$ cat config.mk
export PLATFORM = sky130hd
export DESIGN_NAME = blink_bank_mmu_flat
export DESIGN_NICKNAME = d
export VERILOG_FILES = /design/src/rtl/blink_bank_mmu_if.sv /design/src/rtl/blink_bank_mmu.sv /design/src/flat_wrapper.sv
export SDC_FILE = /design/constraint.sdc
export NUM_CORES = 1
export LEC_CHECK = 0
export CAP_MARGIN = 10
export CORE_ASPECT_RATIO = 0.9
export CORE_MARGIN = 2
export CORE_UTILIZATION = 53
export CTS_BUF_LIST = sky130_fd_sc_hd__clkbuf_8
export CTS_CLUSTER_DIAMETER = 200
export DETAILED_ROUTE_END_ITERATION = 6
export PLACE_DENSITY = 0.88
export SYNTH_ARGS = -nofsm -noshare
export SYNTH_HDL_FRONTEND = slang
export SYNTH_SLANG_ARGS = --single-unit
$ cat constraint.sdc
create_clock -name clk -period 4.8 [get_ports clk]
set_input_delay 0.96 -clock clk [delete_from_list [all_inputs] [get_ports clk]]
set_output_delay 0.96 -clock clk [all_outputs]
set_load 0.05 [all_outputs]
$ cat src/rtl/blink_bank_mmu_if.sv
// blink_bank_mmu_if: CPU-side bus and memory-side selects of the Blink MMU
//  master: drives cpu_a/cpu_do/cpu_mreq_n/cpu_iorq_n/cpu_rd_n/cpu_wr_n/cpu_m1_n
//  slave : drives phys_a/rom_cs_n/ram_cs_n/card_cs_n/mem_oe_n/mem_we_n/cpu_wait_n/io_do/io_hit/com_q
interface blink_bank_mmu_if #(
  parameter int BANK_W = 8
);
  logic [15:0]        cpu_a;
  logic [7:0]         cpu_do;
  logic               cpu_mreq_n;
  logic               cpu_iorq_n;
  logic               cpu_rd_n;
  logic               cpu_wr_n;
  logic               cpu_m1_n;
  logic [BANK_W+13:0] phys_a;
  logic               rom_cs_n;
  logic               ram_cs_n;
  logic [2:0]         card_cs_n;
  logic               mem_oe_n;
  logic               mem_we_n;
  logic               cpu_wait_n;
  logic [7:0]         io_do;
  logic               io_hit;
  logic [7:0]         com_q;
  modport master (
    output cpu_a, cpu_do, cpu_mreq_n, cpu_iorq_n, cpu_rd_n, cpu_wr_n, cpu_m1_n,
    input  phys_a, rom_cs_n, ram_cs_n, card_cs_n, mem_oe_n, mem_we_n, cpu_wait_n, io_do, io_hit, com_q
  );
  modport slave (
    input  cpu_a, cpu_do, cpu_mreq_n, cpu_iorq_n, cpu_rd_n, cpu_wr_n, cpu_m1_n,
    output phys_a, rom_cs_n, ram_cs_n, card_cs_n, mem_oe_n, mem_we_n, cpu_wait_n, io_do, io_hit, com_q
  );
endinterface

$ cat src/rtl/blink_bank_mmu.sv
// blink_bank_mmu: Blink bank mapping, region decode, wait-state insertion and bank register I/O
//  clk     in  system clock
//  reset_n in  synchronous active-low reset
//  bus     slave side of blink_bank_mmu_if (CPU strobes in; phys address, selects, wait, I/O readback out)
module blink_bank_mmu #(
  parameter int         BANK_W   = 8,
  parameter int         NUM_SEG  = 4,
  parameter logic [7:0] SR_BASE  = 8'hD0,
  parameter logic [7:0] COM_ADDR = 8'hB0,
  parameter int         ROM_WS   = 1,
  parameter int         RAM_WS   = 0,
  parameter int         CARD_WS  = 2
) (
  input logic clk,
  input logic reset_n,
  blink_bank_mmu_if.slave bus
);
  localparam int IW = (NUM_SEG > 1) ? $clog2(NUM_SEG) : 1;
  typedef enum logic [1:0] {IDLE, COUNT, HOLD} state_t;
  logic [7:0]        r_com;
  logic [7:0]        r_sr [NUM_SEG];
  logic              r_wr_prev;
  logic              r_mreq_prev;
  state_t            r_state, w_state_nx;
  logic [2:0]        r_cnt, w_cnt_nx;
  logic [7:0]        w_bank_raw;
  logic [BANK_W-1:0] w_bank;
  logic [1:0]        w_slot;
  logic              w_ram;
  logic              w_mreq;
  logic [2:0]        w_ws;
  logic              w_io_wr, w_io_rd, w_wr_pulse;
  logic              w_com_hit, w_sr_hit;
  logic [7:0]        w_sr_off;
  logic [IW-1:0]     w_idx;
  logic              w_start;
  assign w_bank_raw = bus.cpu_a[15:14] == 2'b11 ? r_sr[3] :
                      bus.cpu_a[15:14] == 2'b10 ? r_sr[2] :
                      bus.cpu_a[15:14] == 2'b01 ? r_sr[1] :
                      bus.cpu_a[13]             ? r_sr[0] :
                      r_com[2]                  ? 8'h20 : 8'h00;
  assign w_bank = BANK_W'(w_bank_raw);
  // In the lower 16K the fixed offset bit (1 for SR0, 0 for the COM bank) equals A[13]
  assign bus.phys_a = {w_bank, bus.cpu_a[13:0]};
  assign w_slot = w_bank[BANK_W-1 -: 2];
  assign w_ram  = w_bank[BANK_W-3];
  assign w_mreq = !bus.cpu_mreq_n;
  assign bus.rom_cs_n  = !(w_mreq && w_slot == 2'd0 && !w_ram);
  assign bus.ram_cs_n  = !(w_mreq && w_slot == 2'd0 && w_ram);
  assign bus.card_cs_n = ~({3{w_mreq}} & {w_slot == 2'd3, w_slot == 2'd2, w_slot == 2'd1});
  assign bus.mem_oe_n  = bus.cpu_mreq_n | bus.cpu_rd_n;
  assign bus.mem_we_n  = bus.cpu_mreq_n | bus.cpu_wr_n;
  assign w_ws = w_slot != 2'd0 ? 3'(CARD_WS) : w_ram ? 3'(RAM_WS) : 3'(ROM_WS);
  // m1_n low with iorq_n low is interrupt acknowledge, never a register access
  assign w_io_wr    = !bus.cpu_iorq_n && !bus.cpu_wr_n && bus.cpu_m1_n;
  assign w_io_rd    = !bus.cpu_iorq_n && !bus.cpu_rd_n && bus.cpu_m1_n;
  assign w_wr_pulse = w_io_wr && !r_wr_prev;
  assign w_com_hit  = bus.cpu_a[7:0] == COM_ADDR;
  assign w_sr_off   = bus.cpu_a[7:0] - SR_BASE;
  assign w_sr_hit   = int'(w_sr_off) < NUM_SEG;
  assign w_idx      = w_sr_off[IW-1:0];
  assign bus.io_hit = w_io_rd && (w_com_hit || w_sr_hit);
  assign bus.io_do  = !bus.io_hit ? 8'hFF : w_com_hit ? r_com : r_sr[w_idx];
  assign bus.com_q  = r_com;
  always_ff @(posedge clk) begin
    if (!reset_n) begin
      r_com       <= '0;
      r_wr_prev   <= 1'b0;
      r_mreq_prev <= 1'b1;
      for (int i = 0; i < NUM_SEG; i++) r_sr[i] <= '0;
    end else begin
      r_wr_prev   <= w_io_wr;
      r_mreq_prev <= bus.cpu_mreq_n;
      if (w_wr_pulse && w_com_hit) r_com <= bus.cpu_do;
      else if (w_wr_pulse && w_sr_hit) r_sr[w_idx] <= bus.cpu_do;
    end
  end
  // An access starts on the first clk with mreq_n low; its region (and so its wait count) is fixed there
  assign w_start = w_mreq && r_mreq_prev;
  always_ff @(posedge clk) begin
    if (!reset_n) begin
      r_state <= IDLE;
      r_cnt   <= '0;
    end else begin
      r_state <= w_state_nx;
      r_cnt   <= w_cnt_nx;
    end
  end
  always_comb begin
    w_state_nx = r_state;
    w_cnt_nx   = r_cnt;
    case (r_state)
      IDLE: if (w_start) begin
        w_cnt_nx   = w_ws;
        w_state_nx = w_ws != 3'd0 ? COUNT : HOLD;
      end
      COUNT: begin
        w_cnt_nx   = r_cnt - 3'd1;
        w_state_nx = r_cnt <= 3'd1 ? HOLD : COUNT;
      end
      HOLD: w_state_nx = bus.cpu_mreq_n ? IDLE : HOLD;
      default: w_state_nx = IDLE;
    endcase
  end
  always_comb bus.cpu_wait_n = r_state != COUNT;
endmodule

$ cat src/flat_wrapper.sv
// flat-port wrapper written by rule: the top's interface ports become plain ports
module blink_bank_mmu_flat 
#(
  parameter int         BANK_W   = 8,
  parameter int         NUM_SEG  = 4,
  parameter logic [7:0] SR_BASE  = 8'hD0,
  parameter logic [7:0] COM_ADDR = 8'hB0,
  parameter int         ROM_WS   = 1,
  parameter int         RAM_WS   = 0,
  parameter int         CARD_WS  = 2
)
  (clk, reset_n, bus_cpu_a, bus_cpu_do, bus_cpu_mreq_n, bus_cpu_iorq_n, bus_cpu_rd_n, bus_cpu_wr_n, bus_cpu_m1_n, bus_phys_a, bus_rom_cs_n, bus_ram_cs_n, bus_card_cs_n, bus_mem_oe_n, bus_mem_we_n, bus_cpu_wait_n, bus_io_do, bus_io_hit, bus_com_q);
  blink_bank_mmu_if #(.BANK_W(BANK_W)) bus_i ();
  input logic clk;
  input logic reset_n;
  input wire logic [$bits(bus_i.cpu_a)-1:0] bus_cpu_a;
  input wire logic [$bits(bus_i.cpu_do)-1:0] bus_cpu_do;
  input wire logic [$bits(bus_i.cpu_mreq_n)-1:0] bus_cpu_mreq_n;
  input wire logic [$bits(bus_i.cpu_iorq_n)-1:0] bus_cpu_iorq_n;
  input wire logic [$bits(bus_i.cpu_rd_n)-1:0] bus_cpu_rd_n;
  input wire logic [$bits(bus_i.cpu_wr_n)-1:0] bus_cpu_wr_n;
  input wire logic [$bits(bus_i.cpu_m1_n)-1:0] bus_cpu_m1_n;
  output wire logic [$bits(bus_i.phys_a)-1:0] bus_phys_a;
  output wire logic [$bits(bus_i.rom_cs_n)-1:0] bus_rom_cs_n;
  output wire logic [$bits(bus_i.ram_cs_n)-1:0] bus_ram_cs_n;
  output wire logic [$bits(bus_i.card_cs_n)-1:0] bus_card_cs_n;
  output wire logic [$bits(bus_i.mem_oe_n)-1:0] bus_mem_oe_n;
  output wire logic [$bits(bus_i.mem_we_n)-1:0] bus_mem_we_n;
  output wire logic [$bits(bus_i.cpu_wait_n)-1:0] bus_cpu_wait_n;
  output wire logic [$bits(bus_i.io_do)-1:0] bus_io_do;
  output wire logic [$bits(bus_i.io_hit)-1:0] bus_io_hit;
  output wire logic [$bits(bus_i.com_q)-1:0] bus_com_q;
  assign bus_i.cpu_a = bus_cpu_a;
  assign bus_i.cpu_do = bus_cpu_do;
  assign bus_i.cpu_mreq_n = bus_cpu_mreq_n;
  assign bus_i.cpu_iorq_n = bus_cpu_iorq_n;
  assign bus_i.cpu_rd_n = bus_cpu_rd_n;
  assign bus_i.cpu_wr_n = bus_cpu_wr_n;
  assign bus_i.cpu_m1_n = bus_cpu_m1_n;
  assign bus_phys_a = bus_i.phys_a;
  assign bus_rom_cs_n = bus_i.rom_cs_n;
  assign bus_ram_cs_n = bus_i.ram_cs_n;
  assign bus_card_cs_n = bus_i.card_cs_n;
  assign bus_mem_oe_n = bus_i.mem_oe_n;
  assign bus_mem_we_n = bus_i.mem_we_n;
  assign bus_cpu_wait_n = bus_i.cpu_wait_n;
  assign bus_io_do = bus_i.io_do;
  assign bus_io_hit = bus_i.io_hit;
  assign bus_com_q = bus_i.com_q;
  blink_bank_mmu #(.BANK_W(BANK_W), .NUM_SEG(NUM_SEG), .SR_BASE(SR_BASE), .COM_ADDR(COM_ADDR), .ROM_WS(ROM_WS), .RAM_WS(RAM_WS), .CARD_WS(CARD_WS)) u_core (.clk(clk), .reset_n(reset_n), .bus(bus_i));
endmodule
After elaboration in Yosys (flattened, before gate mapping)
Memories as Yosys holds them, arrays and structs flattened. Index checks and enable logic that the tools add are counted.

Logic and storage cells: 77. Memories: 1. Bits in writable memories: 32. Output and inout port bits: 47. Input bits: 31. Register bits after elaboration: 15.

Memories: u_core.r_sr (depth 4, width 8, read ports 5, clocked after memory_dff 0, write ports 4, RTL line blink_bank_mmu.sv:21) `logic [7:0] r_sr [NUM_SEG];`.

Add/sub/neg operators: 2. Equality and inequality tests: 11. Reduce and logical (&&, ||, !) cells: 28. Muxes and demuxes: 24. Bitwise gates (word level): 4. Order comparisons: 2.

Operators with widths (count): two-way mux 8 bit (7); logical AND 1 bit (12); equality test 2 bit, second input constant (5); two-way mux 2 bit (5); equality test 8 bit, second input constant (1); zero test 1 bit (8); less-than comparator 8 x 3 -> 1 bit, second input constant (1); OR reduction 8 bit (1); subtractor 8 bit, second input constant (1); two-way mux 1 bit (7); equality test 2 x 1 -> 1 bit, second input constant (3); two-way mux 3 bit (2); two-way mux 6 bit (1); case mux 2 bit (3 select lines) (1); case mux 3 bit (2 select lines) (1); zero test 2 bit (2); inequality test 2 x 1 -> 1 bit, second input constant (2); nonzero test 2 bit (2); AND 3 bit (1); <= comparator 3 x 1 -> 1 bit, second input constant (1); NOT 3 bit (1); nonzero test 3 bit (1); subtractor 3 x 1 -> 3 bit, second input constant (1); bitwise OR 1 bit (2); other kinds (2) (2).

Depth between registers and ports, before layout
Gate-level depths: netlist of run 1.

Depth in word-level cells: 11. Depth in mapped cells: 6. Mapped depth without buffers: 6.

Worst setup path before layout of run 1
OpenSTA, ideal clock, no wires.

Kind: input port to output port. Start point: in bus_cpu_a[0]. End point: out bus_io_do[0]. Slack: 1217 ps. Arrival: 2623 ps. Stages on the path: 6. Buffers on the path: 3. Required time: 3840 ps. Cell sequence: clkbuf_1 > nor4b_1 > buf_2 > o211a_1 > buf_2 > nand3_1.

Cells in the longest elaborated chain, start to end: 5. Elaborated cells on any way between the ends: 8. Classes of those cells: add/sub: 1; order compare: 1; eq/ne: 1; mux: 2; reduce/logical: 2; memory: 1.

RTL lines: start: declaration (RTL line flat_wrapper.sv:16) `input wire logic [$bits(bus_i.cpu_a)-1:0] bus_cpu_a;`; subtractor 8 bit (RTL line blink_bank_mmu.sv:59) `assign w_sr_off = bus.cpu_a[7:0] - SR_BASE;`; less-than comparator 8 x 3 -> 1 bit (RTL line blink_bank_mmu.sv:60) `assign w_sr_hit = int'(w_sr_off) < NUM_SEG;`; logical OR 1 bit * (RTL line blink_bank_mmu.sv:62) `assign bus.io_hit = w_io_rd && (w_com_hit || w_sr_hit);`; logical AND 1 bit * (RTL line blink_bank_mmu.sv:62); via bus_io_hit (RTL line flat_wrapper.sv:31) `output wire logic [$bits(bus_i.io_hit)-1:0] bus_io_hit;`; two-way mux 8 bit * (RTL line blink_bank_mmu.sv:63) `assign bus.io_do = !bus.io_hit ? 8'hFF : w_com_hit ? r_com : r_sr[w_idx];`; end: declaration (RTL line flat_wrapper.sv:30) `output wire logic [$bits(bus_i.io_do)-1:0] bus_io_do;`.

Mark *: on every way through the listed nets, which the timed path passes. The rest lies on a longest branch.

Worst setup path after layout of run 1
Start point: in bus_cpu_a[13]. End point: out bus_ram_cs_n.

Cells in the longest elaborated chain, start to end: 8.

RTL lines: two-way mux 8 bit * (RTL line blink_bank_mmu.sv:40) `bus.cpu_a[13] ? r_sr[0] :`; two-way mux 8 bit * (RTL line blink_bank_mmu.sv:39) `bus.cpu_a[15:14] == 2'b01 ? r_sr[1] :`; two-way mux 8 bit * (RTL line blink_bank_mmu.sv:38) `bus.cpu_a[15:14] == 2'b10 ? r_sr[2] :`; two-way mux 8 bit * (RTL line blink_bank_mmu.sv:37) `assign w_bank_raw = bus.cpu_a[15:14] == 2'b11 ? r_sr[3] :`; zero test 2 bit (RTL line blink_bank_mmu.sv:49) `assign bus.ram_cs_n = !(w_mreq && w_slot == 2'd0 && w_ram);`; logical AND 1 bit (RTL line blink_bank_mmu.sv:49); logical AND 1 bit * (RTL line blink_bank_mmu.sv:49); zero test 1 bit * (RTL line blink_bank_mmu.sv:49); end: declaration (RTL line flat_wrapper.sv:25) `output wire logic [$bits(bus_i.ram_cs_n)-1:0] bus_ram_cs_n;`.

Mark *: on every way between the ends. The rest lies on a longest branch, timed or not.

==> impl_results.html, run 1 <==
<table>
<tr><th>Metric</th><th>Value</th></tr>
<tr><th colspan="2">Setup path</th></tr>
<tr><td>Critical R2R Launch</td><td>u_core.r_wr_prev$_SDFF_PN0_</td></tr>
<tr><td>Worst EP arrival</td><td>3.29 ns</td></tr>
<tr><td>Worst path slowest cell</td><td>sky130_fd_sc_hd__clkdlybuf4s50_1</td></tr>
<tr><td>R2R cell count</td><td>4</td></tr>
<tr><td>Critical Path Sink</td><td>bus_ram_cs_n</td></tr>
<tr><td>Endpoint kind of the worst setup timing path</td><td>output port</td></tr>
<tr><td>Required time of the worst setup path</td><td>roughly 3.8 ns</td></tr>
<tr><td>Critical path peak fanout</td><td>6</td></tr>
<tr><td>Crit-path max cell delay</td><td>roughly 0.8 ns</td></tr>
<tr><td>Category of the critical setup timing path</td><td>input port to output port</td></tr>
<tr><td>Type of origin of the critical path</td><td>input port</td></tr>
<tr><td>Worst setup path startpoint</td><td>bus_cpu_a[13]</td></tr>
<tr><td>Most common cell on crit path</td><td>sky130_fd_sc_hd__clkdlybuf4s50_1</td></tr>
<tr><td>Critical register-to-register path endpoint</td><td>u_core.r_sr[1][2]$_SDFFCE_PN0P_</td></tr>
<tr><td>Series of cell instances along the critical path</td><td>clkdlybuf4s50_1, mux2_1, mux4_2, nand2_1, clkdlybuf4s50_1</td></tr>
<tr><td>Worst reg-to-reg setup slack</td><td>2.54 ns</td></tr>
<tr><th colspan="2">Flow run</th></tr>
<tr><td>Max-cap violation count</td><td>0</td></tr>
<tr><th colspan="2">Placement</th></tr>
<tr><td>Port Buffer Count</td><td>67</td></tr>
<tr><td>Worst setup timing slack at the placement stage</td><td>0.582 ns</td></tr>
<tr><td>Global placer's final weighted congestion</td><td>0.902</td></tr>
<tr><td>Cell area after placement</td><td>3300 um2</td></tr>
<tr><td>DP HPWL</td><td>roughly 4700 um</td></tr>
<tr><th colspan="2">Route</th></tr>
<tr><td>1st-iter DRT viols</td><td>221</td></tr>
<tr><td>Total via count after detailed routing</td><td>2034</td></tr>
<tr><td>Total Wirelength</td><td>around 6500 um</td></tr>
<tr><td>DRT antenna net count</td><td>0</td></tr>
<tr><td>Via-to-Cell Ratio</td><td>5.71</td></tr>
<tr><td>Final routed DRC violation total</td><td>0</td></tr>
<tr><td>DR pass1 iterations</td><td>4</td></tr>
<tr><td>Post-detailed-route wirelength per cell</td><td>18.3 um</td></tr>
<tr><th colspan="2">Clock tree</th></tr>
<tr><td>Number of hold buffers added after cts</td><td>0</td></tr>
<tr><td>Post-CTS setup buffers</td><td>0</td></tr>
<tr><td>Clock latency at the later pin of the worst-skew pair</td><td>0.31 ns</td></tr>
<tr><td>H-tree Lvls</td><td>2</td></tr>
<tr><td>CTS tree</td><td>done</td></tr>
<tr><td>Resize count post-CTS</td><td>0</td></tr>
<tr><td>Clock-pin slew of the registers on the worst-case setup and hold paths</td><td>0.09 ns</td></tr>
<tr><td>Library cell used as clock root buffer</td><td>sky130_fd_sc_hd__clkbuf_8</td></tr>
<tr><td>CTS buffer count</td><td>5</td></tr>
<tr><td>Number of sinks driven by the clock tree</td><td>47</td></tr>
<tr><td>Max Root-Sink Buffers</td><td>2</td></tr>
<tr><th colspan="2">Yosys</th></tr>
<tr><td>Number of register bits inferred by synthesis</td><td>between 40 and 50</td></tr>
<tr><td>Sequential area share after synthesis</td><td>0.475</td></tr>
<tr><td>Number of standard cells after synthesis</td><td>233</td></tr>
<tr><td>Number of synthesized flops with an enable pin</td><td>32</td></tr>
<tr><td>Yosys Warn Count</td><td>0</td></tr>
<tr><td>Avg Synthesized Cell Area</td><td>about 11 um2</td></tr>
<tr><td>Total nets after synthesis</td><td>approximately 270</td></tr>
<tr><td>Netlist area before placement</td><td>2660 um2</td></tr>
<tr><td>Main synth FF type</td><td>sky130_fd_sc_hd__edfxtp_1</td></tr>
<tr><td>Count of different cell masters after synthesis</td><td>42</td></tr>
<tr><td>Share of flip-flops with an asynchronous set or reset after synthesis</td><td>0</td></tr>
<tr><th colspan="2">Timing</th></tr>
<tr><td>Fmax achieved</td><td>0.236 GHz</td></tr>
<tr><td>Number of pins exceeding their max-slew limit in the final report</td><td>0</td></tr>
<tr><td>Total Neg Setup Slack</td><td>0 ns</td></tr>
<tr><td>Worst setup margin</td><td>0.555 ns</td></tr>
<tr><td>Setup repair after global routing missed its margin</td><td>no</td></tr>
<tr><td>Max transition margin</td><td>0.362</td></tr>
<tr><td>Final-report hold violation count</td><td>0</td></tr>
<tr><td>Final setup violation count</td><td>0</td></tr>
<tr><td>Final critical path time including I/O delays and setup</td><td>4.25 ns</td></tr>
<tr><td>Tightest Pin Transition</td><td>between 0.9 and 1 ns</td></tr>
<tr><td>Setup clock skew after layout</td><td>0.00867 ns</td></tr>
<tr><td>Period Utilization, post-route</td><td>0.884</td></tr>
<tr><th colspan="2">Global route</th></tr>
<tr><td>Total overflow reported by the global router</td><td>0</td></tr>
<tr><td>Pin count of the biggest net entering global routing</td><td>16</td></tr>
<tr><td>Antenna violations before repair</td><td>0</td></tr>
<tr><td>Vias in the first global route</td><td>2012</td></tr>
<tr><td>Combined global-route utilization of all metal layers</td><td>0.247</td></tr>
<tr><td>First-pass GRT wire length</td><td>10200 um</td></tr>
<tr><th colspan="2">Floorplan</th></tr>
<tr><td>Area of the core</td><td>4830 um2</td></tr>
<tr><td>Effective utilization at floorplan</td><td>0.550</td></tr>
<tr><td>Core Rows</td><td>24</td></tr>
<tr><td>Y dimension of the die</td><td>71.2 um</td></tr>
<tr><td>IO Pins</td><td>78</td></tr>
<tr><td>Die Outline Area</td><td>5600 um2</td></tr>
<tr><td>Die Span X</td><td>between 70 and 80 um</td></tr>
<tr><th colspan="2">Power</th></tr>
<tr><td>Logic gate share of total power</td><td>0.185</td></tr>
<tr><td>Worst voltage drop across the vdd grid</td><td>0.000217 V</td></tr>
<tr><td>Internal power component</td><td>about 0.00073 W</td></tr>
<tr><td>Flop pwr share</td><td>0.460</td></tr>
<tr><td>Power density relative to cell area</td><td>286 nW/um2</td></tr>
<tr><td>Part of the total power dissipated in the clock network</td><td>0.354</td></tr>
<tr><td>Share of total power consumed by net switching</td><td>0.260</td></tr>
<tr><td>Reported leakage power</td><td>1.34 nW</td></tr>
<tr><td>Reported net switching power</td><td>0.000255 W</td></tr>
<tr><th colspan="2">Outcome</th></tr>
<tr><td>Outcome</td><td>completed</td></tr>
<tr><th colspan="2">Finish</th></tr>
<tr><td>Final standard cell area without fillers</td><td>between 3000 and 4000 um2</td></tr>
<tr><td>Number of antenna cells inserted</td><td>0</td></tr>
<tr><td>Share of layout cells above drive strength 1</td><td>0.179</td></tr>
<tr><td>Post-synthesis to final-layout area growth</td><td>29.4%</td></tr>
<tr><td>Net count, final</td><td>323</td></tr>
<tr><th colspan="2">Hold path</th></tr>
<tr><td>Path type of the worst min-delay path</td><td>register to register</td></tr>
</table>
==> power by group through the flow <==
stage | registers [W] | logic [W] | clock network, W
after floorplan | 0.000459 | 0.000129 | 0
after global placement | 0.000461 | 0.000178 | 0
after detailed placement | 0.000462 | 0.000181 | 0
after CTS | 0.000453 | 0.000182 | 0.000351
after global routing | 0.000454 | 0.000194 | 0.000366
final | 0.000453 | 0.000182 | 0.000349
==> worst min-delay path by stage <==
stage / start / depth (start not counted) / to
6_report: u_core.r_cnt[1]$_SDFFE_PN0P_ / 1 / u_core.r_cnt[1]$_SDFFE_PN0P_
5_1_grt: u_core.r_cnt[1]$_SDFFE_PN0P_ / 1 / u_core.r_cnt[1]$_SDFFE_PN0P_
4_1_cts: u_core.r_cnt[1]$_SDFFE_PN0P_ / 1 / u_core.r_cnt[1]$_SDFFE_PN0P_
3_5_place_dp: u_core.r_cnt[1]$_SDFFE_PN0P_ / 1 / u_core.r_cnt[1]$_SDFFE_PN0P_
3_3_place_gp: u_core.bus.com_q[7]$_SDFFE_PN0P_ / 2 / u_core.bus.com_q[7]$_SDFFE_PN0P_
2_1_floorplan: u_core.r_cnt[1]$_SDFFE_PN0P_ / 1 / u_core.r_cnt[1]$_SDFFE_PN0P_
==> Yosys cell counts, types with 5 or more instances <==
master / count / area (um2)
sky130_fd_sc_hd__a21oi_1: 5 / 25.0
sky130_fd_sc_hd__and2_2: 5 / 37.5
sky130_fd_sc_hd__nor2_1: 13 / 48.8
sky130_fd_sc_hd__nand3_1: 19 / 95.1
sky130_fd_sc_hd__buf_4: 14 / 105
sky130_fd_sc_hd__edfxtp_1: 32 / 961
sky130_fd_sc_hd__mux2i_1: 10 / 100
sky130_fd_sc_hd__clkbuf_1: 5 / 18.8
sky130_fd_sc_hd__inv_1: 5 / 18.8
sky130_fd_sc_hd__buf_2: 5 / 25.0
sky130_fd_sc_hd__dfxtp_1: 15 / 300
sky130_fd_sc_hd__and2_1: 32 / 200
sky130_fd_sc_hd__nand2b_1: 5 / 31.3
sky130_fd_sc_hd__mux4_2: 14 / 315
sky130_fd_sc_hd__nand2_1: 14 / 52.6
==> worst max-delay path, delay by kind of cell <==
family                 cells  cell delay, ns
buffers and inverters      2            1.34
multiplexers               2            0.87
AND/OR/NAND/NOR            1            0.10
==> metal layers <==
metal	vias up	share of wire	GRT usage
met4	0	0.023	0.0975
met5	-	0	0
li1	947	-	-
met3	16	0.086	0.0536
met1	970	0.39	0.308
met2	101	0.51	0.421
==> layout make-up <==
cell class              count  area [um2]
fillers                   345        1400
flip-flops and latches     47        1260
multi-input cells         155        1220
repair buffers             74         713
well taps                  65        81.3
clock buffers               5        68.8
clock inverters             3        66.3
inverters                   7        26.3
==> logic make-up after synthesis <==
group / share of synthesized area
simple gates: 0.238
flops: 0.475
buf+inv: 0.0659
mux: 0.161
compound gates: 0.0480
fa+ha+maj: 0.00941
xor+xnor: 0.00330
==> layout by cell type, fill, tap and decap left out, drive strengths merged, types with 3 or more instances in the layout <==
cell type and n:
clkdlybuf4s50 58, and2 37, edfxtp 32, nand3 19, buf 16, dfxtp 15, mux4 14, nand2 14
nor2 13, mux2i 10, inv 8, a21oi 5, nand2b 5, clkbuf 5, nor3 4, or3 3
nor4b 3, or2 3
==> flip-flops by register name, indices dropped and copies added (netlist names) <==
register and flops:
u_core.r_sr 32, u_core.bus.com_q 8, u_core.r_wr_prev 1, u_core.r_mreq_prev 1
u_core.r_cnt 3, u_core.r_state 2
==> per-stage QoR <==
step / util / std cells / power (W) / hold WS (ns)
detailed placement: 0.683 / 348 / 0.000643 / 0.517
global placement: 0.683 / 348 / 0.000639 / 0.511
finish: 0.711 / 356 / 0.000983 / 0.540
CTS: 0.711 / 356 / 0.000986 / 0.540
global route: 0.711 / 356 / 0.00101 / 0.559
floorplan: - / 233 / 0.000588 / 0.494
(Power assumes the default switching activity.)
==> run 2: changes to the inputs <==
--- a/config.mk
+++ b/config.mk
@@ -6,12 +6,12 @@
 export NUM_CORES = 1
 export LEC_CHECK = 0
 export CAP_MARGIN = 10
-export CORE_ASPECT_RATIO = 0.9
 export CORE_MARGIN = 2
 export CORE_UTILIZATION = 53
 export CTS_BUF_LIST = sky130_fd_sc_hd__clkbuf_8
 export CTS_CLUSTER_DIAMETER = 200
 export DETAILED_ROUTE_END_ITERATION = 6
+export MAX_ROUTING_LAYER = met4
 export PLACE_DENSITY = 0.88
 export SYNTH_ARGS = -nofsm -noshare
 export SYNTH_HDL_FRONTEND = slang
==> impl_results.html, run 2 (synthesis results as in run 1) <==
<table>
<tr><th>Metric</th><th>Value</th></tr>
<tr><th colspan="2">Clock tree</th></tr>
<tr><td>Max Root-Sink Buffers</td><td>2</td></tr>
<tr><td>Number of hold buffers added after cts</td><td>0</td></tr>
<tr><td>H-tree Lvls</td><td>2</td></tr>
<tr><td>Clock latency at the later pin of the worst-skew pair</td><td>0.30 ns</td></tr>
<tr><td>Post-CTS setup buffers</td><td>0</td></tr>
<tr><td>Library cell used as clock root buffer</td><td>sky130_fd_sc_hd__clkbuf_8</td></tr>
<tr><td>Resize count post-CTS</td><td>0</td></tr>
<tr><td>CTS tree</td><td>done</td></tr>
<tr><td>Clock-pin slew of the registers on the worst-case setup and hold paths</td><td>0.08 ns</td></tr>
<tr><td>Number of sinks driven by the clock tree</td><td>47</td></tr>
<tr><td>CTS buffer count</td><td>5</td></tr>
<tr><th colspan="2">Hold path</th></tr>
<tr><td>Terminating pin of the worst hold path</td><td>u_core.r_cnt[1]$_SDFFE_PN0P_</td></tr>
<tr><td>Path type of the worst min-delay path</td><td>register to register</td></tr>
<tr><td>Startpoint of the most critical hold path</td><td>u_core.r_cnt[1]$_SDFFE_PN0P_</td></tr>
<tr><td>Hold path depth</td><td>1</td></tr>
<tr><th colspan="2">Floorplan</th></tr>
<tr><td>Core Rows</td><td>25</td></tr>
<tr><td>Die Outline Area</td><td>5600 um2</td></tr>
<tr><td>IO Pins</td><td>78</td></tr>
<tr><td>Die Span X</td><td>about 75 um</td></tr>
<tr><td>Effective utilization at floorplan</td><td>0.555</td></tr>
<tr><td>Area of the core</td><td>4790 um2</td></tr>
<tr><td>Y dimension of the die</td><td>74.8 um</td></tr>
<tr><th colspan="2">Setup path</th></tr>
<tr><td>Most common cell on crit path</td><td>sky130_fd_sc_hd__clkdlybuf4s50_1</td></tr>
<tr><td>Worst reg-to-reg setup slack</td><td>2.45 ns</td></tr>
<tr><td>CP delay by family, top</td><td>buffers and inverters</td></tr>
<tr><td>Worst EP arrival</td><td>3.25 ns</td></tr>
<tr><td>Critical register-to-register path endpoint</td><td>u_core.r_sr[1][7]$_SDFFCE_PN0P_</td></tr>
<tr><td>Number of buffer and inverter instances along the worst setup path</td><td>2</td></tr>
<tr><td>Critical path peak fanout</td><td>6</td></tr>
<tr><td>Endpoint kind of the worst setup timing path</td><td>output port</td></tr>
<tr><td>Worst setup path startpoint</td><td>bus_cpu_a[13]</td></tr>
<tr><td>R2R cell count</td><td>4</td></tr>
<tr><td>Crit-path max cell delay</td><td>0.72 ns</td></tr>
<tr><td>Critical R2R Launch</td><td>u_core.r_wr_prev$_SDFF_PN0_</td></tr>
<tr><td>Series of cell instances along the critical path</td><td>clkdlybuf4s50_1, mux2_1, mux4_2, nand2b_1, clkdlybuf4s50_1</td></tr>
<tr><td>Type of origin of the critical path</td><td>input port</td></tr>
<tr><td>Category of the critical setup timing path</td><td>input port to output port</td></tr>
<tr><td>Worst path slowest cell</td><td>sky130_fd_sc_hd__clkdlybuf4s50_1</td></tr>
<tr><td>Required time of the worst setup path</td><td>~3.8 ns</td></tr>
<tr><th colspan="2">Timing</th></tr>
<tr><td>Number of pins exceeding their max-slew limit in the final report</td><td>0</td></tr>
<tr><td>Setup repair after global routing missed its margin</td><td>no</td></tr>
<tr><td>Max transition margin</td><td>0.384</td></tr>
<tr><td>Setup clock skew after layout</td><td>between 0.01 and 0.015 ns</td></tr>
<tr><td>Final critical path time including I/O delays and setup</td><td>4.21 ns</td></tr>
<tr><td>Final setup violation count</td><td>0</td></tr>
<tr><td>Total Neg Setup Slack</td><td>0 ns</td></tr>
<tr><td>Fmax achieved</td><td>0.238 GHz</td></tr>
<tr><td>Final-report hold violation count</td><td>0</td></tr>
<tr><td>Smallest hold slack</td><td>0.534 ns</td></tr>
<tr><td>Period Utilization, post-route</td><td>0.876</td></tr>
<tr><td>Tightest Pin Transition</td><td>0.917 ns</td></tr>
<tr><th colspan="2">Placement</th></tr>
<tr><td>DP HPWL</td><td>4810 um</td></tr>
<tr><td>Port Buffer Count</td><td>67</td></tr>
<tr><td>Global placer's final weighted congestion</td><td>0.952</td></tr>
<tr><th colspan="2">Power</th></tr>
<tr><td>Internal power component</td><td>0.000621 W</td></tr>
<tr><td>Reported leakage power</td><td>around 1.3 nW</td></tr>
<tr><td>Part of the total power dissipated in the clock network</td><td>0.266</td></tr>
<tr><td>Share of total power consumed by net switching</td><td>0.285</td></tr>
<tr><td>Flop pwr share</td><td>0.522</td></tr>
<tr><td>Power density relative to cell area</td><td>256 nW/um2</td></tr>
<tr><td>Worst voltage drop across the vdd grid</td><td>0.000217 V</td></tr>
<tr><td>Reported net switching power</td><td>0.000247 W</td></tr>
<tr><td>Logic gate share of total power</td><td>0.212</td></tr>
<tr><th colspan="2">Route</th></tr>
<tr><td>Via-to-Cell Ratio</td><td>5.78</td></tr>
<tr><td>Post-detailed-route wirelength per cell</td><td>18.3 um</td></tr>
<tr><td>1st-iter DRT viols</td><td>212</td></tr>
<tr><td>Total Wirelength</td><td>6560 um</td></tr>
<tr><td>Final routed DRC violation total</td><td>0</td></tr>
<tr><td>DRT antenna net count</td><td>0</td></tr>
<tr><td>DR pass1 iterations</td><td>5</td></tr>
<tr><td>Total via count after detailed routing</td><td>2070</td></tr>
<tr><th colspan="2">Finish</th></tr>
<tr><td>Largest register FFs</td><td>32</td></tr>
<tr><td>Number of antenna cells inserted</td><td>0</td></tr>
<tr><td>Post-synthesis to final-layout area growth</td><td>27.9%</td></tr>
<tr><td>Share of layout cells above drive strength 1</td><td>0.179</td></tr>
<tr><td>Net count, final</td><td>323</td></tr>
<tr><td>Register bank with the most flops</td><td>u_core.r_sr</td></tr>
<tr><td>Top library cells by usage in the layout, fill and taps aside</td><td>58 x sky130_fd_sc_hd__clkdlybuf4s50_1, 32 x sky130_fd_sc_hd__and2_1, 32 x sky130_fd_sc_hd__edfxtp_1</td></tr>
<tr><td>Leading cell type in the layout, fill and taps excluded</td><td>sky130_fd_sc_hd__clkdlybuf4s50_1</td></tr>
<tr><th colspan="2">Outcome</th></tr>
<tr><td>Outcome</td><td>completed</td></tr>
<tr><th colspan="2">Global route</th></tr>
<tr><td>First-pass GRT wire length</td><td>10100 um</td></tr>
<tr><td>Vias in the first global route</td><td>1986</td></tr>
<tr><td>Total overflow reported by the global router</td><td>0</td></tr>
<tr><td>Pin count of the biggest net entering global routing</td><td>16</td></tr>
<tr><td>Combined global-route utilization of all metal layers</td><td>0.260</td></tr>
<tr><td>Antenna violations before repair</td><td>0</td></tr>
<tr><th colspan="2">Flow run</th></tr>
<tr><td>Max-cap violation count</td><td>0</td></tr>
</table>
==> run 2: cell count changes in the layout (fill, tap and decap cells not counted), sizes merged <==
| cell | previous run | this run |
|---|---|---|
| bufinv | 2 | 0 |
| clkinv | 0 | 2 |
==> run 2: worst max-delay path by stage <==
stage / end / slack, ns / depth (start not counted)
6_report: bus_rom_cs_n / 0.59 / 5
5_1_grt: bus_rom_cs_n / 0.52 / 7
4_1_cts: bus_rom_cs_n / 0.60 / 5
3_5_place_dp: bus_rom_cs_n / 0.60 / 5
3_3_place_gp: bus_ram_cs_n / 0.61 / 5
2_1_floorplan: bus_io_do[0] / 1.22 / 6
==> run 2: layout make-up <==
type | count | area, um2
fillers | 350 | 1390
flip-flops and latches | 47 | 1260
multi-input cells | 155 | 1230
repair buffers | 74 | 713
well taps | 67 | 83.8
clock buffers | 5 | 68.8
inverters | 7 | 26.3
clock inverters | 3 | 17.5
==> run 2: power groups by stage <==
| stage | Sequential, W | Combinational [W] | Clock, W |
|---|---|---|---|
| global placement | 0.000461 | 0.000180 | 0 |
| global route | 0.000455 | 0.000196 | 0.000246 |
| CTS | 0.000453 | 0.000185 | 0.000234 |
| detailed placement | 0.000462 | 0.000183 | 0 |
| floorplan | 0.000459 | 0.000129 | 0 |
| finish | 0.000453 | 0.000185 | 0.000231 |
==> run 2: per-stage QoR <==
stage          cell area, um2  std cells   util  total power, W  setup slack (ns)
2_1_floorplan            2660        233      -        0.000588              1.22
3_3_place_gp             3310        350  0.692        0.000640             0.614
3_5_place_dp             3310        350  0.692        0.000645             0.600
4_1_cts                  3400        358  0.710        0.000871             0.597
5_1_grt                  3400        358  0.710        0.000898             0.519
6_report                 3400        358  0.710        0.000868             0.593
==> run 2: routing by layer <==
metal / vias up / GRT usage / part of all wire
met2: 111 / 0.418 / 0.50
met5: - / - / 0
met4: 0 / 0.0913 / 0.018
met3: 11 / 0.0469 / 0.087
li1: 943 / - / -
met1: 1005 / 0.335 / 0.39
